--- src/rtl/seq_detect_pkg.sv ---
// seq_detect_pkg
// Shared types and helpers for the time-multiplexed serial pattern detector.
//   ch_w_of / cnt_w_of : widths of a channel id and of a channel count
//   CH_W / CNT_W       : those widths for the default 4-channel build
//   ch_state_t         : per-channel record {hist, fill}, sized for the
//                        largest supported pattern; bits above PAT_LEN stay 0
//   next_ptr           : round-robin pointer advance with wrap
package seq_detect_pkg;

    localparam int MAX_PAT_LEN = 16;
    localparam int FILL_W      = 5;   // holds 0..MAX_PAT_LEN
    localparam int DEF_N_CH    = 4;

    function automatic int ch_w_of(input int n);
        return (n > 1) ? $clog2(n) : 1;
    endfunction

    function automatic int cnt_w_of(input int n);
        return $clog2(n) + 1;
    endfunction

    localparam int CH_W  = ch_w_of(DEF_N_CH);
    localparam int CNT_W = cnt_w_of(DEF_N_CH);

    typedef struct packed {
        logic [MAX_PAT_LEN-1:0] hist;
        logic [FILL_W-1:0]      fill;
    } ch_state_t;

    // Channel after 'cur', wrapping from n-1 back to 0.
    function automatic int next_ptr(input int cur, input int n);
        return (cur + 1 >= n) ? 0 : cur + 1;
    endfunction

endpackage

--- src/rtl/seq_detect_scheduler_rr_arbiter.sv ---
// rr_arbiter
// Round-robin one-hot grant over N_CH requesters.
//   clk, rst_n : clock, synchronous active-low reset (pointer -> 0)
//   eligible   : per-channel request mask (already qualified by enable)
//   accept     : the granted request was taken this cycle; advance pointer
//   grant      : one-hot grant, combinational from eligible and pointer
// The search starts at the pointer and wraps; after an accepted grant the
// pointer moves just past the winner, so every eligible channel is served
// within N_CH-1 cycles of waiting.
module rr_arbiter
    import seq_detect_pkg::*;
#(
    parameter int N_CH = 4
) (
    input  logic            clk,
    input  logic            rst_n,
    input  logic [N_CH-1:0] eligible,
    input  logic            accept,
    output logic [N_CH-1:0] grant
);

    localparam int PTR_W = $clog2(N_CH);

    logic [PTR_W-1:0] ptr;
    logic [PTR_W-1:0] idx;
    logic [PTR_W-1:0] win;
    logic             found;

    always_comb begin
        grant = '0;
        found = 1'b0;
        idx   = '0;
        win   = ptr;
        for (int k = 0; k < N_CH; k++) begin
            idx = PTR_W'((int'(ptr) + k) % N_CH);
            if (!found && eligible[idx]) begin
                grant[idx] = 1'b1;
                win        = idx;
                found      = 1'b1;
            end
        end
    end

    always_ff @(posedge clk) begin
        if (!rst_n) begin
            ptr <= '0;
        end else if (accept) begin
            ptr <= PTR_W'(next_ptr(int'(win), N_CH));
        end
    end

endmodule

--- src/rtl/seq_detect_scheduler.sv ---
// seq_detect_scheduler
// One pattern-match engine shared by N_CH serial channels. A round-robin
// arbiter accepts at most one bit per cycle; each channel keeps its own
// history and fill count so detection matches a dedicated per-channel
// detector on the accepted bit stream.
//   clk, rst_n  : clock, synchronous active-low reset
//   en          : per-channel enable (disabled channels are never granted,
//                 their state is kept)
//   req_valid   : channel i presents req_bit[i]
//   req_bit     : serial bit per channel
//   req_ready   : one-hot grant
//   ch_clr      : synchronous clear of a channel's history and fill
//   match_valid : one-cycle pulse, one clock after the completing bit
//   match_ch    : channel of the latest match, held between matches
//   busy_cnt    : number of channels with non-zero fill (registered)
//
// Handshake: a bit transfers on a rising edge where req_valid[i] and
// req_ready[i] are both high; the requester holds valid and bit stable until
// then. req_ready depends on req_valid, so the requester must not make
// req_valid depend on req_ready.
module seq_detect_scheduler
    import seq_detect_pkg::*;
#(
    parameter int                 N_CH    = 4,
    parameter int                 PAT_LEN = 4,
    parameter logic [PAT_LEN-1:0] PATTERN = 4'b1010,
    parameter bit                 OVERLAP = 1'b1
) (
    input  logic                     clk,
    input  logic                     rst_n,
    input  logic [N_CH-1:0]          en,
    input  logic [N_CH-1:0]          req_valid,
    input  logic [N_CH-1:0]          req_bit,
    output logic [N_CH-1:0]          req_ready,
    input  logic [N_CH-1:0]          ch_clr,
    output logic                     match_valid,
    output logic [$clog2(N_CH)-1:0]  match_ch,
    output logic [$clog2(N_CH):0]    busy_cnt
);

    localparam int ID_W   = $clog2(N_CH);
    localparam int BUSY_W = $clog2(N_CH) + 1;

    localparam logic [FILL_W-1:0]      FILL_FULL = FILL_W'(PAT_LEN);
    localparam logic [FILL_W-1:0]      FILL_ONE  = FILL_W'(1);
    // Keeps history bits above PAT_LEN at zero.
    localparam logic [MAX_PAT_LEN-1:0] HIST_MASK =
        MAX_PAT_LEN'((64'd1 << PAT_LEN) - 64'd1);

    ch_state_t st_q [N_CH];
    ch_state_t st_d [N_CH];

    logic [N_CH-1:0]        grant;
    logic [N_CH-1:0]        take;
    logic [N_CH-1:0]        hit;
    logic                   accept;
    logic [ID_W-1:0]        hit_idx;
    logic [BUSY_W-1:0]      busy_d;
    logic [MAX_PAT_LEN-1:0] hist_new;
    logic [FILL_W-1:0]      fill_new;

    rr_arbiter #(
        .N_CH (N_CH)
    ) u_arb (
        .clk      (clk),
        .rst_n    (rst_n),
        .eligible (en & req_valid),
        .accept   (accept),
        .grant    (grant)
    );

    assign req_ready = rst_n ? grant : '0;
    assign take      = req_valid & req_ready;
    assign accept    = |take;

    // Next channel state. ch_clr outranks an accepted bit on the same
    // channel: the bit is consumed by the handshake but discarded.
    always_comb begin
        hit      = '0;
        hist_new = '0;
        fill_new = '0;
        for (int i = 0; i < N_CH; i++) begin
            st_d[i]  = st_q[i];
            hist_new = {st_q[i].hist[MAX_PAT_LEN-2:0], req_bit[i]} & HIST_MASK;
            fill_new = (st_q[i].fill == FILL_FULL) ? FILL_FULL
                                                   : st_q[i].fill + FILL_ONE;
            if (ch_clr[i]) begin
                st_d[i] = '0;
            end else if (take[i]) begin
                if (hist_new[PAT_LEN-1:0] == PATTERN && fill_new == FILL_FULL) begin
                    hit[i] = 1'b1;
                    // Without overlap the next match needs PAT_LEN fresh bits.
                    if (!OVERLAP) begin
                        fill_new = '0;
                    end
                end
                st_d[i].hist = hist_new;
                st_d[i].fill = fill_new;
            end
        end
    end

    // At most one channel is accepted per cycle, so hit is at most one-hot.
    always_comb begin
        hit_idx = '0;
        busy_d  = '0;
        for (int i = 0; i < N_CH; i++) begin
            if (hit[i]) begin
                hit_idx = ID_W'(i);
            end
            if (st_d[i].fill != '0) begin
                busy_d = busy_d + BUSY_W'(1);
            end
        end
    end

    always_ff @(posedge clk) begin
        if (!rst_n) begin
            for (int i = 0; i < N_CH; i++) begin
                st_q[i] <= '0;
            end
            match_valid <= 1'b0;
            match_ch    <= '0;
            busy_cnt    <= '0;
        end else begin
            for (int i = 0; i < N_CH; i++) begin
                st_q[i] <= st_d[i];
            end
            match_valid <= |hit;
            if (|hit) begin
                match_ch <= hit_idx;
            end
            busy_cnt <= busy_d;
        end
    end

endmodule

--- config.mk ---
export PLATFORM = sky130hd
export DESIGN_NAME = seq_detect_scheduler
export DESIGN_NICKNAME = d
export VERILOG_FILES = /design/src/rtl/seq_detect_pkg.sv /design/src/rtl/seq_detect_scheduler_rr_arbiter.sv /design/src/rtl/seq_detect_scheduler.sv
export SDC_FILE = /design/constraint.sdc
export NUM_CORES = 1
export LEC_CHECK = 0
export CAP_MARGIN = 15
export CORE_MARGIN = 2
export CORE_UTILIZATION = 30
export CTS_BUF_LIST = sky130_fd_sc_hd__clkbuf_4
export DETAILED_ROUTE_END_ITERATION = 8
export PLACE_DENSITY = 0.43
export REMOVE_ABC_BUFFERS = 1
export SLEW_MARGIN = 25
export SYNTH_ARGS = -nofsm -noshare
export SYNTH_HDL_FRONTEND = slang
export SYNTH_SLANG_ARGS = --single-unit
--- constraint.sdc ---
create_clock -name clk -period 5.4 [get_ports clk]
set_input_delay 1.35 -clock clk [delete_from_list [all_inputs] [get_ports clk]]
set_output_delay 1.35 -clock clk [all_outputs]
set_load 0.01 [all_outputs]
==> flow_metrics.py, run 1 <==
metrics = {
    "sta": {
        "worstMarginPinSlew_ns": 0.884,
        "drv_slew": 0,
        "final.setup.tns_ns": 0,
        "setup_viol": 0,
        "clock.fmax_mhz": 191,
        "rsz0062_at_grt": "no",
        "hold_viol": 0,
        "skew_ns": 0.0152,
        "max_slew_margin_pct": 41.1,
        "hold_slack_ns": 0.477,
        "fin_crit_sh_pct": 97.1,
        "period_minus_slack_ns": 5.24,
    },
    "clock_network": {
        "cts_buffer_depth": 2,
        "cts_tree": "done",
        "h-tree-depth": 2,
        "postCtsSetupBuffers": 0,
        "clk_latency_ns": 0.36,
        "cts_resized": 0,
        "cts-root-buf": "clkbuf_4",
        "numCtsBuffers": 5,
        "clkTransAtPathRegs_ns": 0.12,
        "hold_buffers": 0,
        "clock_sinks": 40,
    },
    "worst_setup_path": {
        "worst_ep_required_time_ns": 4.05,
        "critPathBufInv": 3,
        "cpMaxStageDelayCell": "clkdlybuf4s50_1",
        "reg2reg_depth": 16,
        "path_max_fanout": 7,
        "cpPeakStageDelay_ns": 0.58,
        "cp_data_arrival_time_ns": 3.89,
        "cp_common_cell": "clkdlybuf4s50_1",
        "startpoint_type": "input pin",
        "path_cells": "clkdlybuf4s50_1, nand2_2, or3_4, a2111oi_4, buf_4, o21ai_0, a31oi_1, clkdlybuf4s50_1",
        "cp-end-kind": "output port",
        "crit_family": "buffers and inverters",
        "crit_cells": 8,
        "path_class": "input pin to output port",
        "r2r_slack_ns": 0.82,
    },
    "layout": {
        "final_area_sq_um": 3360,
        "syn2layout_area_growth_pct": 17.7,
        "drive_above_1_share_pct": 9.50,
        "final_cells": 508,
        "multi_input_area_sq_um": 1940,
        "fin_nets": 415,
        "fill_cells": 974,
        "ff_latch_area_sq_um": 801,
        "insertedDiodeCount": 0,
    },
    "die": {
        "ios": 28,
        "core_sq_um": 9240,
        "start_util_pct": 30.9,
        "row_count": 35,
        "fp.dieH_um": 102,
        "die_w_um": 102,
        "die_area_sq_um": 10300,
    },
    "detailed_routing": {
        "drtPass1Iterations": 4,
        "drc_errors": 0,
        "num_vias": 2526,
        "wl_per_cell_um": 13.8,
        "wl_um": 7010,
        "antenna_left": 0,
        "avgViaCountPerCell": 4.97,
        "drt_iter0_drc": 91,
    },
    "logic_synthesis": {
        "synthMostInstantiatedCell": "nor2_1",
        "synthArstFlopShare_pct": 0,
        "netlist_instances": 347,
        "synthTopCellsByArea": "dfxtp_1 28%, ha_1 8.3%, nor2_1 6.8%",
        "ys_types": 62,
        "yosys_most_used_dff": "dfxtp_1",
        "yosysWarnings": 0,
        "synth_common_cells": "52 x nor2_1, 40 x dfxtp_1, 23 x a21oi_1, 21 x nand2_1",
        "syn_area_per_cell_sq_um": 8.24,
        "yosysSeqAreaShare_pct": 28.0,
        "yosys.area.top_type_share_pct": 28.0,
        "synth_edf_count": 0,
        "ys_seq_elements": 40,
        "syn_area_sq_um": 2860,
        "yosys.area.top_type": "dfxtp_1",
    },
    "global_routing": {
        "met1_usage_pct": 19.6,
        "met3_usage_pct": 2.90,
        "grt_pass1_vias": 2350,
        "grt_max_degree": 18,
        "grt_overflow": 0,
        "gr-usage-all-layers_pct": 14.3,
        "grt_use_met2_pct": 22.3,
        "busiest_layer": "met2",
        "grt_pass1_wl_um": 11600,
        "antenna_found_initial": 0,
    },
    "pwr": {
        "p_total_w": 0.000856,
        "irDropWorstVdd_mv": 0.192,
        "power_density_nw_per_um2": 254,
        "p_leak_nw": 1.17,
    },
    "min_path": {
        "min_delay_path_depth": 2,
        "hold_class": "register to register",
    },
    "status": {
        "status": "finished clean",
    },
    "place": {
        "dpl.hpwl_um": 5340,
        "gp_congestion": 0.814,
        "placed_cells": 500,
        "placed_cell_area_sq_um": 3310,
        "place.port_buffers": 27,
    },
    "flow_run": {
        "drv_cap": 0,
    },
}
==> kinds of logic (layout without fill, tap and decap cells) <==
logic type                 count (synthesis)  count (layout)  synth area share [%]
DFF                                       40              40                  28.0
xor gates and xnor gates                  15              15                  4.60
and+or+nand+nor                          150             150                  28.1
buffers and inverters                     30              62                  4.24
adders and majority gates                 19              19                  8.32
AOI/OAI and AO/OA                         71              71                  18.1
muxes                                     22              22                  8.62
==> registers in the layout (all words and copies together), names as in the netlist <==
name and cells:
busy_cnt 3, match_ch 2, match_valid 1, st_q 32, u_arb.ptr 2
==> per-stage QoR <==
step	utilization [%]	setup slack (ns)
4_1_cts	36.4	0.135
3_3_place_gp	35.8	0.183
6_report	36.4	0.156
5_1_grt	36.4	0.0356
2_1_floorplan	-	0.450
3_5_place_dp	35.8	0.135
==> metal layers <==
layer / part of all wire, % / vias to the layer above
li1: - / 1333
met1: 50 / 1140
met2: 45 / 45
met3: 3.3 / 8
met4: 1.4 / 0
met5: 0 / -
==> report_power, final <==
group	internal (W)	leakage (nW)	total, W	switching, W
clock network	0.0000501	0.0349	0.000157	0.000106
logic	0.000165	0.812	0.000360	0.000196
registers	0.000308	0.323	0.000339	0.0000315
==> cell type report <==
cell class,count,area share (%)
Inverter,17,1.90
Tap cell,129,4.80
Clock buffer,5,1.12
Multi-Input combinational cell,277,57.6
Sequential cell,40,23.8
Clock inverter,3,0.558
Timing Repair Buffer,37,10.3
==> worst min-delay path, stage by stage (launching register included) <==
cell and delay [ns]:
dfxtp_1 0.34, nand2_1 0.06, a21oi_1 0.05
==> path summary, 6_finish.rpt <==
| check | startpoint | to |
|---|---|---|
| worst min-delay path | match_ch[1] | match_ch[1] |
| worst max-delay path | req_valid[3] | req_ready[1] |
| worst min register to register | match_ch[1] | match_ch[1] |
| worst max register to register | u_arb.ptr[0] | busy_cnt[2] |
==> cells in the final DEF, fill, tap and decap left out, drive strengths merged, types with 3 or more instances in the layout <==
cell type,n
nor2,53
nand2,22
a31oi,7
xor2,6
and2,6
nor3b,3
inv,16
clkbuf,5
clkinv,4
a21oi,23
mux2i,19
nor3,9
xnor2,9
a22oi,3
dfxtp,40
clkdlybuf4s50,27
buf,10
a211oi,9
or3,4
nand4,6
nand3,18
and4,3
nand3b,4
ha,19
nand2b,5
o21ai,9
nor4,6
Power figures use the tool's default switching activity.
==> run 2, diff against run 1 <==
- CAP_MARGIN: 15 -> default
- CELL_PAD_IN_SITES_DETAIL_PLACEMENT: default -> 1
- CELL_PAD_IN_SITES_GLOBAL_PLACEMENT: default -> 1
- PLACE_DENSITY: 0.43 -> 0.55
==> run 2 against run 1 <==
- cell area grew 1.4%
- combinational power up 8.1%
- sequential power down 5%
- critical path type unchanged
- largest cell class unchanged
- highest routed layer unchanged
==> flow_metrics.py, run 2 (synthesis gave the netlist of run 1 again) <==
metrics = {
    "layout": {
        "ff_latch_area_sq_um": 801,
        "reg.largest.list": "st_q x32, busy_cnt x3",
        "insertedDiodeCount": 0,
        "syn2layout_area_growth_pct": 19.3,
        "drive_above_1_share_pct": 10.2,
        "fin_nets": 418,
        "final_common_cell": "nor2_1",
        "largest_register_ffs": 32,
        "fill_cells": 1104,
        "multi_input_area_sq_um": 1940,
        "final_cell_mix": "52 x nor2_1, 40 x dfxtp_1, 27 x clkdlybuf4s50_1",
        "top_register": "st_q",
    },
    "worst_setup_path": {
        "critPathBufInv": 3,
        "crit_family": "buffers and inverters",
        "r2r_slack_ns": 0.91,
        "cpMaxStageDelayCell": "clkdlybuf4s50_1",
        "path_max_fanout": 7,
        "worst_ep_required_time_ns": 4.05,
        "startpoint_type": "input pin",
        "path_cells": "clkdlybuf4s50_1, nand2_2, or3_4, a2111oi_4, buf_4, o21ai_0, a31oi_1, clkdlybuf4s50_1",
        "timing.rr.end": "busy_cnt[2]",
        "cp_common_cell": "clkdlybuf4s50_1",
        "cpPeakStageDelay_ns": 0.57,
        "path_class": "input pin to output port",
        "reg2reg_depth": 15,
        "cp_data_arrival_time_ns": 3.85,
        "r2r_start": "u_arb.ptr[1]",
        "cp-end-kind": "output port",
    },
    "die": {
        "row_count": 35,
        "start_util_pct": 30.9,
        "core_sq_um": 9240,
        "fp.dieH_um": 102,
        "ios": 28,
        "die_w_um": 102,
        "die_area_sq_um": 10300,
    },
    "detailed_routing": {
        "wl_um": 7450,
        "drtPass1Iterations": 4,
        "avgViaCountPerCell": 5.06,
        "drt_iter0_drc": 56,
        "drc_errors": 0,
        "wl_per_cell_um": 14.6,
        "num_vias": 2587,
        "antenna_left": 0,
    },
    "place": {
        "dpl.hpwl_um": 5940,
        "place.port_buffers": 27,
        "gp_congestion": 0.790,
    },
    "pwr": {
        "power_density_nw_per_um2": 269,
        "power_switching_w": 0.000342,
        "power_frac_seq_pct": 35.0,
        "p_sw_share_pct": 37.2,
        "p_int_w": 0.000576,
        "p_clk_share_pct": 22.6,
        "irDropWorstVdd_mv": 0.125,
        "p_comb_share_pct": 42.4,
        "p_leak_nw": 1.19,
    },
    "min_path": {
        "min-delay-start": "match_ch[1]",
        "whs_endpoint": "match_ch[1]",
        "hold_class": "register to register",
        "min_delay_path_depth": 2,
    },
    "clock_network": {
        "cts_buffer_depth": 2,
        "clkTransAtPathRegs_ns": 0.13,
        "cts_tree": "done",
        "postCtsSetupBuffers": 0,
        "numCtsBuffers": 5,
        "clk_latency_ns": 0.37,
        "hold_buffers": 0,
        "cts_resized": 0,
        "clock_sinks": 40,
        "h-tree-depth": 2,
        "cts-root-buf": "clkbuf_4",
    },
    "flow_run": {
        "drv_cap": 0,
    },
    "sta": {
        "final.setup.tns_ns": 0,
        "worstMarginPinSlew_ns": 0.627,
        "clock.fmax_mhz": 192,
        "fin_crit_sh_pct": 96.4,
        "rsz0062_at_grt": "no",
        "skew_ns": 0.0140,
        "setup_viol": 0,
        "period_minus_slack_ns": 5.20,
        "hold_slack_ns": 0.475,
        "max_slew_margin_pct": 57.1,
        "hold_viol": 0,
        "drv_slew": 0,
    },
    "status": {
        "status": "finished clean",
    },
    "global_routing": {
        "grt_pass1_wl_um": 12800,
        "grt_overflow": 0,
        "grt_max_degree": 17,
        "gr-usage-all-layers_pct": 15.5,
        "grt_pass1_vias": 2674,
        "antenna_found_initial": 0,
    },
}
## run 2: cell types whose count changed in the layout (fill, tap and decap cells not counted), sizes merged
cell	before	now
bufinv	0	1
clkinvlp	0	1
buf	10	13
clkinv	4	2
## run 2: worst max path at each step
stage | from | cells after the start | to | slack, ns
floorplan | req_valid[1] | 13 | busy_cnt[2] | 0.45
global placement | req_valid[3] | 14 | busy_cnt[1] | 0.18
detailed placement | req_valid[3] | 15 | busy_cnt[2] | 0.09
CTS | req_valid[3] | 8 | req_ready[1] | 0.17
global route | req_valid[3] | 7 | req_ready[0] | 0.02
finish | req_valid[3] | 8 | req_ready[1] | 0.20
## run 2: power by group through the flow
stage	clock network, W	registers (W)	logic (W)
after global routing	0.000234	0.000324	0.000432
final	0.000207	0.000322	0.000389
after detailed placement	0	0.000328	0.000392
after global placement	0	0.000328	0.000388
after CTS	0.000221	0.000322	0.000394
after floorplan	0	0.000339	0.000244
## run 2: layer usage
metal  global-route usage, %  up-vias  share of wire [%]
li1                        -     1324                  -
met1                    20.7     1231                 49
met2                    26.2       25                 47
met3                    1.93        7                1.9
met4                    4.78        0                1.3
met5                       0        -                  0
## run 2: stage by stage
| step | utilization (%) | area [sq um] | total power, W | setup slack (ns) | instances |
|---|---|---|---|---|---|
| 6_report | 36.9 | 3410 | 0.000918 | 0.197 | 511 |
| 5_1_grt | 36.9 | 3410 | 0.000990 | 0.0227 | 511 |
| 4_1_cts | 36.9 | 3410 | 0.000936 | 0.169 | 511 |
| 3_5_place_dp | 36.0 | 3330 | 0.000720 | 0.0872 | 503 |
| 3_3_place_gp | 36.0 | 3330 | 0.000716 | 0.177 | 503 |
| 2_1_floorplan | - | 2800 | 0.000582 | 0.450 | 334 |
## run 2: cell type report
type,count,share of cell area [%]
flip-flops and latches,40,23.5
repair buffers,40,10.8
well taps,129,4.73
multi-input cells,277,56.8
clock buffers,5,1.10
inverters,17,1.87
clock inverters,3,1.25
## run 2: worst reg2reg max path: stages, from the launching register on
cell	delay, ns
dfxtp_1	0.59
inv_2	0.15
ha_1	0.41
or3_4	0.44
a2111oi_4	0.38
o21ai_0	0.21
a31oi_2	0.39
buf_4	0.28
and2_1	0.22
a221o_1	0.18
ha_1	0.25
xor2_1	0.22
ha_1	0.18
nand2_1	0.06
or3_1	0.34
a21oi_1	0.14
